File: src/rtl/attopu_pkg.sv
// Shared attopu definitions: fetch state encoding, next-PC select codes and
// the machine word width used by fetch and decode.
package attopu_pkg;

  localparam int WORD_W = 16;

  // Fixed encodings keep the state register compatible with older netlists.
  localparam logic [1:0] ST_RST_WAIT = 2'd0;
  localparam logic [1:0] ST_FETCH    = 2'd1;
  localparam logic [1:0] ST_EXEC     = 2'd2;

  typedef enum logic [1:0] {
    RST_WAIT = ST_RST_WAIT,
    FETCH    = ST_FETCH,
    EXEC     = ST_EXEC
  } fetchState_e;

  // Bit 1 alone selects the register target, so 2'b11 also means register.
  localparam logic [1:0] NPC_INC = 2'b00;
  localparam logic [1:0] NPC_REL = 2'b01;
  localparam logic [1:0] NPC_REG = 2'b10;

endpackage

File: src/rtl/attopu_pc_next.sv
// Combinational next-PC selection: increment, PC-relative branch, or
// register-indirect target. All sums wrap modulo 2^16.
module attopu_pc_next
  import attopu_pkg::*;
(
  input  logic [WORD_W-1:0] pc,
  input  logic [1:0]        next_pc_sel,
  input  logic [WORD_W-1:0] branch_addr,
  input  logic [WORD_W-1:0] reg_target,
  output logic [WORD_W-1:0] pc_next
);

  always_comb begin
    pc_next = pc + WORD_W'(1);
    if ((next_pc_sel & NPC_REG) != 2'b00) begin
      pc_next = reg_target;
    end else if (next_pc_sel == NPC_INC) begin
      pc_next = pc + WORD_W'(1);
    end else begin
      // Relative offsets are taken from the branch instruction's own address.
      pc_next = pc + branch_addr;
    end
  end

endmodule

File: src/rtl/attopu_fetch.sv
// attopu instruction fetch stage: PC, req/ack memory handshake, instruction
// register. Define ATTOPU_FETCH_PERFCNT_EN to add retired/stall counters.
module attopu_fetch
  import attopu_pkg::*;
#(
  parameter logic [WORD_W-1:0] RESET_PC = 16'h0000
) (
  input  logic              clk,
  input  logic              reset,
  output logic              imem_req,
  output logic [WORD_W-1:0] imem_addr,
  input  logic              imem_ack,
  input  logic [WORD_W-1:0] imem_rdata,
  output logic [WORD_W-1:0] instr,
  output logic              instr_valid,
  output logic [WORD_W-1:0] pc,
  input  logic [1:0]        next_pc_sel,
  input  logic [WORD_W-1:0] branch_addr,
  input  logic [WORD_W-1:0] reg_target,
  input  logic              stall
`ifdef ATTOPU_FETCH_PERFCNT_EN
  ,
  output logic [15:0]       retired_cnt,
  output logic [15:0]       stall_cnt
`endif
);

  fetchState_e       stateReg;
  logic [WORD_W-1:0] pcNext;
  logic              execRetire;

  attopu_pc_next uPcNext (
    .pc          (pc),
    .next_pc_sel (next_pc_sel),
    .branch_addr (branch_addr),
    .reg_target  (reg_target),
    .pc_next     (pcNext)
  );

  assign imem_addr  = pc;
  assign execRetire = (stateReg == EXEC) && !stall;

  always_ff @(posedge clk or posedge reset) begin
    if (reset) begin
      stateReg    <= RST_WAIT;
      pc          <= RESET_PC;
      instr       <= '0;
      instr_valid <= 1'b0;
      imem_req    <= 1'b0;
    end else begin
      case (stateReg)
        RST_WAIT: begin
          imem_req <= 1'b1;
          stateReg <= FETCH;
        end
        FETCH: begin
          // Acks are only honoured here, so stale or spurious ones never land.
          if (imem_ack) begin
            instr       <= imem_rdata;
            imem_req    <= 1'b0;
            instr_valid <= 1'b1;
            stateReg    <= EXEC;
          end
        end
        EXEC: begin
          if (execRetire) begin
            pc          <= pcNext;
            instr_valid <= 1'b0;
            imem_req    <= 1'b1;
            stateReg    <= FETCH;
          end
        end
        default: begin
          imem_req    <= 1'b0;
          instr_valid <= 1'b0;
          stateReg    <= RST_WAIT;
        end
      endcase
    end
  end

`ifdef ATTOPU_FETCH_PERFCNT_EN
  always_ff @(posedge clk or posedge reset) begin
    if (reset) begin
      retired_cnt <= '0;
      stall_cnt   <= '0;
    end else begin
      if (execRetire) begin
        retired_cnt <= retired_cnt + 16'd1;
      end
      if (((stateReg == FETCH) && !imem_ack) || ((stateReg == EXEC) && stall)) begin
        stall_cnt <= stall_cnt + 16'd1;
      end
    end
  end
`endif

endmodule

File: config.mk
export PLATFORM = sky130hd
export DESIGN_NAME = attopu_fetch
export DESIGN_NICKNAME = d
export VERILOG_FILES = /design/src/rtl/attopu_pkg.sv /design/src/rtl/attopu_pc_next.sv /design/src/rtl/attopu_fetch.sv
export SDC_FILE = /design/constraint.sdc
export NUM_CORES = 1
export LEC_CHECK = 0
export ABC_AREA = 0
export CELL_PAD_IN_SITES_DETAIL_PLACEMENT = 0
export CELL_PAD_IN_SITES_GLOBAL_PLACEMENT = 1
export CORE_AREA = 5 5 92 94
export DETAILED_ROUTE_END_ITERATION = 8
export DIE_AREA = 0 0 97 99
export HOLD_SLACK_MARGIN = 0.1
export PLACE_DENSITY_LB_ADDON = 0.1
export SLEW_MARGIN = 25
export SYNTH_ARGS = -nofsm -noshare
export SYNTH_HDL_FRONTEND = slang
export SYNTH_SLANG_ARGS = --single-unit
File: constraint.sdc
create_clock -name clk -period 3.35 [get_ports clk]
set_clock_uncertainty 0.05 [all_clocks]
set_input_delay 0.5025 -clock clk [delete_from_list [all_inputs] [get_ports clk]]
set_output_delay 0.5025 -clock clk [all_outputs]
set_load 0.01 [all_outputs]
==> out/results.tsv <==
metric	value	unit
p_sw	0.00111	W
combPwrFrac	59.3	%
min_period	2980	ps
cts_tree	done	
holdWs	454	ps
setup.worst_path.end_class	flip-flop	
clkPwrFrac	13.4	%
drt-vias-per-instance	4.73	
avgSynthCellArea	9.21	um^2
vias	2159	
cp_slowest_cell	clkdlybuf4s50_1	
dpl.cell_count	448	
overflow	0	
ys_ff_latch	35	
wl_per_cell	15.0	um
timing.fmax	336	MHz
areaGrowthSynthToFinish	47.3	%
start_util	32.0	%
tightest_slew	849	ps
insertion_delay	290	ps
cp.arrival	3090	ps
cts_hold_buffers	0	
drt_pass1_iterations	4	
synthFlopType	dfrtp_1	
synth.distinct_cells	45	
p_sw_share	38.0	%
final_layout_size_suffix_gt1_share	12.1	%
cts_setup_buffers	0	
drt_iter0_drc	40	
clk_pin_slew	80	ps
ios	104	
nets	423	
hpwl	5310	um
fin_crit_sh	89.0	%
synth_xor_area_share	4.34	%
grt_setup_unrepaired	no	
cts_made_buffers	5	
numClockSinks	35	
status	finished, final reports clean	
slowest_delay	490	ps
antennaDiodeCount	0	
met3_usage	3.89	%
startpoint_type	input port	
ys_top_cells_by_count	nand2_1, dfrtp_1, a21oi_1	
total_power	0.00294	W
maxCapViolations	0	
synth-edff-count	0	
synthSimpleGateAreaFrac	15.2	%
fillers	743	
synth_mux_area_share	9.10	%
p_leak	1.49	nW
yosysTopAreaCell	dfrtp_1	
synthArstFlopShare	100	%
antenna_left	0	
hold_viol_final	0	
chipWidth	97	um
critPathBufInv	1	
synth_nets	333	
root_buffer	clkbuf_8	
critical_path.top_delay_family	compound AO/OA/AOI/OAI gates	
fin_util	47.1	%
synthCells	263	
yosysTopAreaCellShare	36.2	%
yosysWarnings	0	
final_cell_count_no_fill	456	
track_usage	14.4	%
ir_drop	0.240	mV
hold_class	reg2reg	
crit_fanout	3	
synthAdderAreaFrac	8.58	%
ys_seq_area_share	36.2	%
syn-cell-area	2420	um^2
synth_top_family_by_area	compound AO/OA/AOI/OAI gates	
dieArea	9600	um^2
first_global_vias	2213	
yosysMostFrequentCell	nand2_1	
ys_top_cells_by_area	dfrtp_1, ha_1, mux2_2	
core_area	7570	um^2
path_cells	clkdlybuf4s50_1 > nor2_1 > or2_2 > ha_1 > fa_1 > a21oi_1 > o21ai_2 > a221oi_2 > o31ai_2 > xnor2_1 > o221ai_1	
clockBufferDepth	2	
setup_tns	0	ps
setup_viol	0	
synth_compound_area_share	18.0	%
die_h	99	um
cts-resized-gates	0	
antenna_found_initial	0	
remaining_drc_errors	0	
grt_max_degree	26	
globalRouteMet1Util	18.2	%
place_congestion	0.778	
top_usage_layer	met2	
pwr-share-seq	27.3	%
finalMaxSlewViolations	0	
h-tree-depth	2	
path_class	in2reg	
power_density	823	nW/um^2
internal_power	0.00182	W
grtUsageMet2	24.5	%
cp.required	3460	ps
portBuffers	103	
max-slew-margin-rel	43.4	%
grt_pass1_wl	11200	um
wl	6820	um
rows	32	
## kinds of logic after synthesis
group                      count (synthesis)
AOI/OAI and AO/OA                         68
xor gates and xnor gates                  12
adders and majority gates                 16
buffers and inverters                     34
DFF                                       35
muxes                                     20
and+or+nand+nor                           78
## worst reg2reg max path, delay by kind of cell, from the launching register on
| kind | cells | cell delay [ps] |
|---|---|---|
| DFF | 1 | 420 |
| adders and majority gates | 2 | 640 |
| AOI/OAI and AO/OA | 5 | 980 |
| xor gates and xnor gates | 1 | 160 |
## metal layers
layer,vias up,wire length (um)
li1,1085,-
met1,990,3180
met2,79,3220
met3,5,363
met4,0,63
met5,-,0
## placed cells by master (no fill, tap or decap), types with 2 or more instances in the layout
cell type and instances:
clkdlybuf4s50_1 103, nor3_1 2, nor2b_1 16, a21oi_2 2, o21a_1 2, nand4_1 2
a41oi_1 2, a211oi_1 2, nor2_1 11, a31oi_1 2, xnor2_1 10, o221ai_1 5
a21oi_1 21, clkbuf_8 5, or2_2 3, nand2_1 36, o211ai_1 2, buf_4 8
inv_1 6, xor2_1 2, mux2i_1 4, mux2_2 16, o21ai_0 18, dfrtp_1 35
ha_1 15, nand3_1 2, o21bai_1 2, o21ai_1 2
## stage by stage
stage	instance area [um^2]	worst slack (ps)
after floorplan	2420	288
after global placement	3450	102
after detailed placement	3450	61.9
after CTS	3570	344
after global routing	3570	193
final	3570	369
## sequential cells by signal, summed over array words and instances (netlist names)
signal	flops
instr	16
imem_addr	16
instr_valid	1
stateReg	2
## cell type report
type                       instances  area, um^2  area share, %
sequential                        35         876           24.6
inverter                           6        22.5          0.631
timing repair buffer             111        1090           30.6
tap                              102         128           3.58
multi-input combinational        194        1340           37.5
clock inverter                     3        43.8           1.23
clock buffer                       5        68.8           1.93
## worst paths after layout
kind                                start             to  slack (ps)  depth (start not counted)
setup reg to reg             imem_addr[0]  imem_addr[10]         970                          8
hold reg to reg                  instr[5]       instr[5]         450                          1
min in group asynchronous           reset      instr[12]         640                          2
setup / recovery           next_pc_sel[1]  imem_addr[10]         370                         11
max in group asynchronous           reset   imem_addr[2]        1930                          3
hold / removal                   instr[5]       instr[5]         450                          1
## power groups by stage
stage	combinational (W)	sequential (W)	clock, W
CTS	0.00177	0.000808	0.000411
finish	0.00174	0.000801	0.000392
global placement	0.00175	0.000808	0
global route	0.00190	0.000840	0.000430
floorplan	0.000975	0.000878	0
detailed placement	0.00176	0.000816	0
No activity file was read; power rests on OpenSTA's default activity.
==> edit 1: new RTL, config.mk and constraints unchanged <==
Build with the macro `ATTOPU_FETCH_PERFCNT_EN` defined.
--- a/src/rtl/attopu_fetch.sv
+++ b/src/rtl/attopu_fetch.sv
@@ -2,2 +2,4 @@
 // register. Define ATTOPU_FETCH_PERFCNT_EN to add retired/stall counters.
+`define ATTOPU_FETCH_PERFCNT_EN
+
 module attopu_fetch
Formal check against the unedited RTL (old outputs only; new: retired_cnt and stall_cnt): equivalent (Yosys induction, for registers that start in step).
==> edit 1 against the original RTL <==
  * Sequential cell count increased by 32
  * Power grew 46%
  * Sequential share of layout area is 6.5 points higher
  * Clock power grew 110%
  * Routed wire length rose by 34%
  * Final area grew 51%
  * Setup slack improved by 0.0073 ns
  * Synthesized area grew 56%
  * Largest cell class unchanged
  * Highest routed layer unchanged
==> edit 1: results (changes against the original RTL) <==
Hold path
  – Min-Delay Startpoint: retired_cnt[15]$_DFFE_PP0P_
  – Worst Hold End: retired_cnt[15]$_DFFE_PP0P_

Global route
  – Global Route met2 Usage: 0.342 (+0.0977)
  – First-pass GRT wire length: 15.3 mm (+37%)
  – Met1 usage: 0.231 (+0.0496)
  – Met3 GRT Util: 0.0410 (+0.00212)
  – GRT Overall Usage: 0.194 (+0.0497)
  – Vias in the first global route: 3242 (+46%)

Timing
  – Slew margin rel.: 0.440 (+0.00676)

Layout
  – Fraction of area in registers: 0.310 (+0.0648)
  – Multi-input logic cell count: 257 (+32%)
  – Filler cells: 582 (-22%)
  – Layout cells sized above 1: 0.125 (+0.00328)
  – Buffering overhead: 0.263 (-0.0432)
  – Area of the multi-input gates: 1910 um2 (+43%)
  – Post-layout nets: 556 (+31%)
  – Clock network area share: 0.0459 (+0.0143)
  – Signal buffers: 144 (+30%)

Power
  – Peak VDD IR: 0.433 mV (+81%)
  – Net Sw Power: 1.49 mW (+34%)
  – Static Leak: 2.37 nW (+60%)

Logic synthesis
  – Post-synthesis mux area share: 0.0560 (-0.0350)
  – Syn Nets: 427 (+28%)
  – Post-synthesis compound-gate area fraction: 0.123 (-0.0572)
  – Distinct cells, synth: 50 (+11%)
  – Post-synthesis sequential area ratio: 0.444 (+0.0820)
  – Synth Area in XOR/XNOR: 0.102 (+0.0586)

Placement
  – Detail Placement HPWL: 6.88 mm (+29%)
  – Placed inst area: 5150 um2 (+49%)
  – Placer Congestion: 0.820 (+5.4%)

Detailed routing
  – Total wire length: 9.15 mm (+34%)
  – Met3 WL: 441 um (+21%)
  – Met2 WL: 4.55 mm (+42%)
  – DR vias: 3071 (+42%)
  – Detailed Route Iter0 Violations: 64 (+60%)

Run status
  – Status: completed

Worst setup path
  – Worst r2r dst: imem_addr[14]$_DFFE_PP0P_
edit 1: changes by cell type in the layout (fill, tap and decap cells not counted), moves of 11 or more:
cell,delta
dfrtp_1,+32
clkdlybuf4s50_1,+32
nor2_1,+11
xor2_1,+13
nand2_1,-12
xnor2_1,+19
edit 1: per-stage QoR:
stage                     instances  utilization  setup WS, ns
after floorplan                 355            -         0.102
after global placement          575        0.681        0.0717
after detailed placement        575        0.681       0.00346
after CTS                       591        0.714         0.380
after global routing            591        0.714         0.273
final                           591        0.714         0.377
edit 1: power by group through the flow:
stage,Combinational (mW),Sequential (mW),Clock (mW)
floorplan,1.17,1.41,0
global placement,2.09,1.33,0
detailed placement,2.13,1.34,0
CTS,2.14,1.33,0.847
global route,2.30,1.37,0.881
finish,2.12,1.33,0.826
==> edit 2: new RTL, config.mk and constraints unchanged <==
Without the edit above. Register the input `reg_target` before use, without a reset. The logic sees it one clock later. The other inputs are not delayed to match.
--- a/src/rtl/attopu_fetch.sv
+++ b/src/rtl/attopu_fetch.sv
@@ -27,2 +27,8 @@
 
+  logic [WORD_W-1:0] reg_target_q;
+
+  always_ff @(posedge clk) begin
+    reg_target_q <= reg_target;
+  end
+
   fetchState_e       stateReg;
@@ -35,3 +41,3 @@
     .branch_addr (branch_addr),
-    .reg_target  (reg_target),
+    .reg_target  (reg_target_q),
     .pc_next     (pcNext)
Behaviour: not the same (a bounded check fails within 4 cycles, from zero or initial values and one cycle with reset high).
==> edit 2 against the original RTL <==
  * Sequential cell count grew 16
  * Setup slack lost 0.0021 ns
  * Power grew 5.2%
  * Final area grew 9.0%
  * Highest routed layer unchanged
  * Synthesized area grew 13%
  * Critical path type unchanged
  * Critical endpoint is now imem_addr[14]$_DFFE_PP0P_
  * Routed wire length grew 2.5%
  * Hold slack lost 0.026 ns
==> edit 2: results (changes against the original RTL) <==
Layout
  – Fraction of area in registers: 0.307 (+0.0620)
  – Signal buffers: 113 (+1.8%)
  – Buffering overhead: 0.284 (-0.0215)
  – Filler cells: 719 (-3.2%)
  – Clock buf count: 6 (+1)
  – Clock network area share: 0.0232 (-0.00841)
  – Non-clk invs: 4 (-2)
  – Final Non-Filler Cells: 472 (+3.5%)

Global route
  – First-pass GRT wire length: 11.4 mm (+2.0%)
  – Met3 GRT Util: 0.0559 (+0.0170)
  – GRT Overall Usage: 0.144 (+0.000299)
  – Met1 usage: 0.174 (-0.00817)

Placement
  – Placed inst area: 3800 um2 (+10%)
  – Placed cells: 464 (+3.6%)
  – Detail Placement HPWL: 5.29 mm (-0.49%)

Detailed routing
  – M1 WL: 3.05 mm (-4.0%)
  – Total wire length: 6.99 mm (+2.5%)
  – DR vias: 2253 (+4.4%)
  – Detailed Route Iter0 Violations: 58 (+45%)

Logic synthesis
  – Top cells by area, synth: dfrtp_1, dfxtp_1, ha_1, mux2_2, a21oi_1
  – Post-synthesis compound-gate area fraction: 0.137 (-0.0437)
  – Syn Nets: 346 (+3.9%)

Timing
  – Hold slack: 0.428 ns (-0.0259 ns)

Power
  – Static Leak: 1.65 nW (+11%)
  – Pwr Density: 794 nW/um2 (-3.5%)
  – Sw Share: 0.367 (-0.0127)

Run status
  – Status: completed

Clock tree
  – Clk slew on worst S/H paths: 0.10 ns (+0.02 ns)
  – CTS Sinks: 51 (+46%)
-- edit 2: changes by cell type in the layout (fill, tap and decap cells not counted), moves of 3 or more --
cell	delta
nor2_1	+3
dfxtp_1	+16
nand2_1	-14
nand3_1	+5
nor3_1	+3
a21oi_1	+3
and3_1	+7
o221ai_1	-4
-- edit 2: final timing paths --
| check | end | cells past startpoint |
|---|---|---|
| worst max-delay path | imem_addr[14]$_DFFE_PP0P_ | 11 |
| worst max register to register | imem_addr[14]$_DFFE_PP0P_ | 8 |
| worst min-delay path | imem_addr[10]$_DFFE_PP0P_ | 2 |
| max in group asynchronous | imem_addr[13]$_DFFE_PP0P_ | 3 |
| min in group asynchronous | imem_addr[3]$_DFFE_PP0P_ | 2 |
| worst min register to register | imem_addr[10]$_DFFE_PP0P_ | 2 |
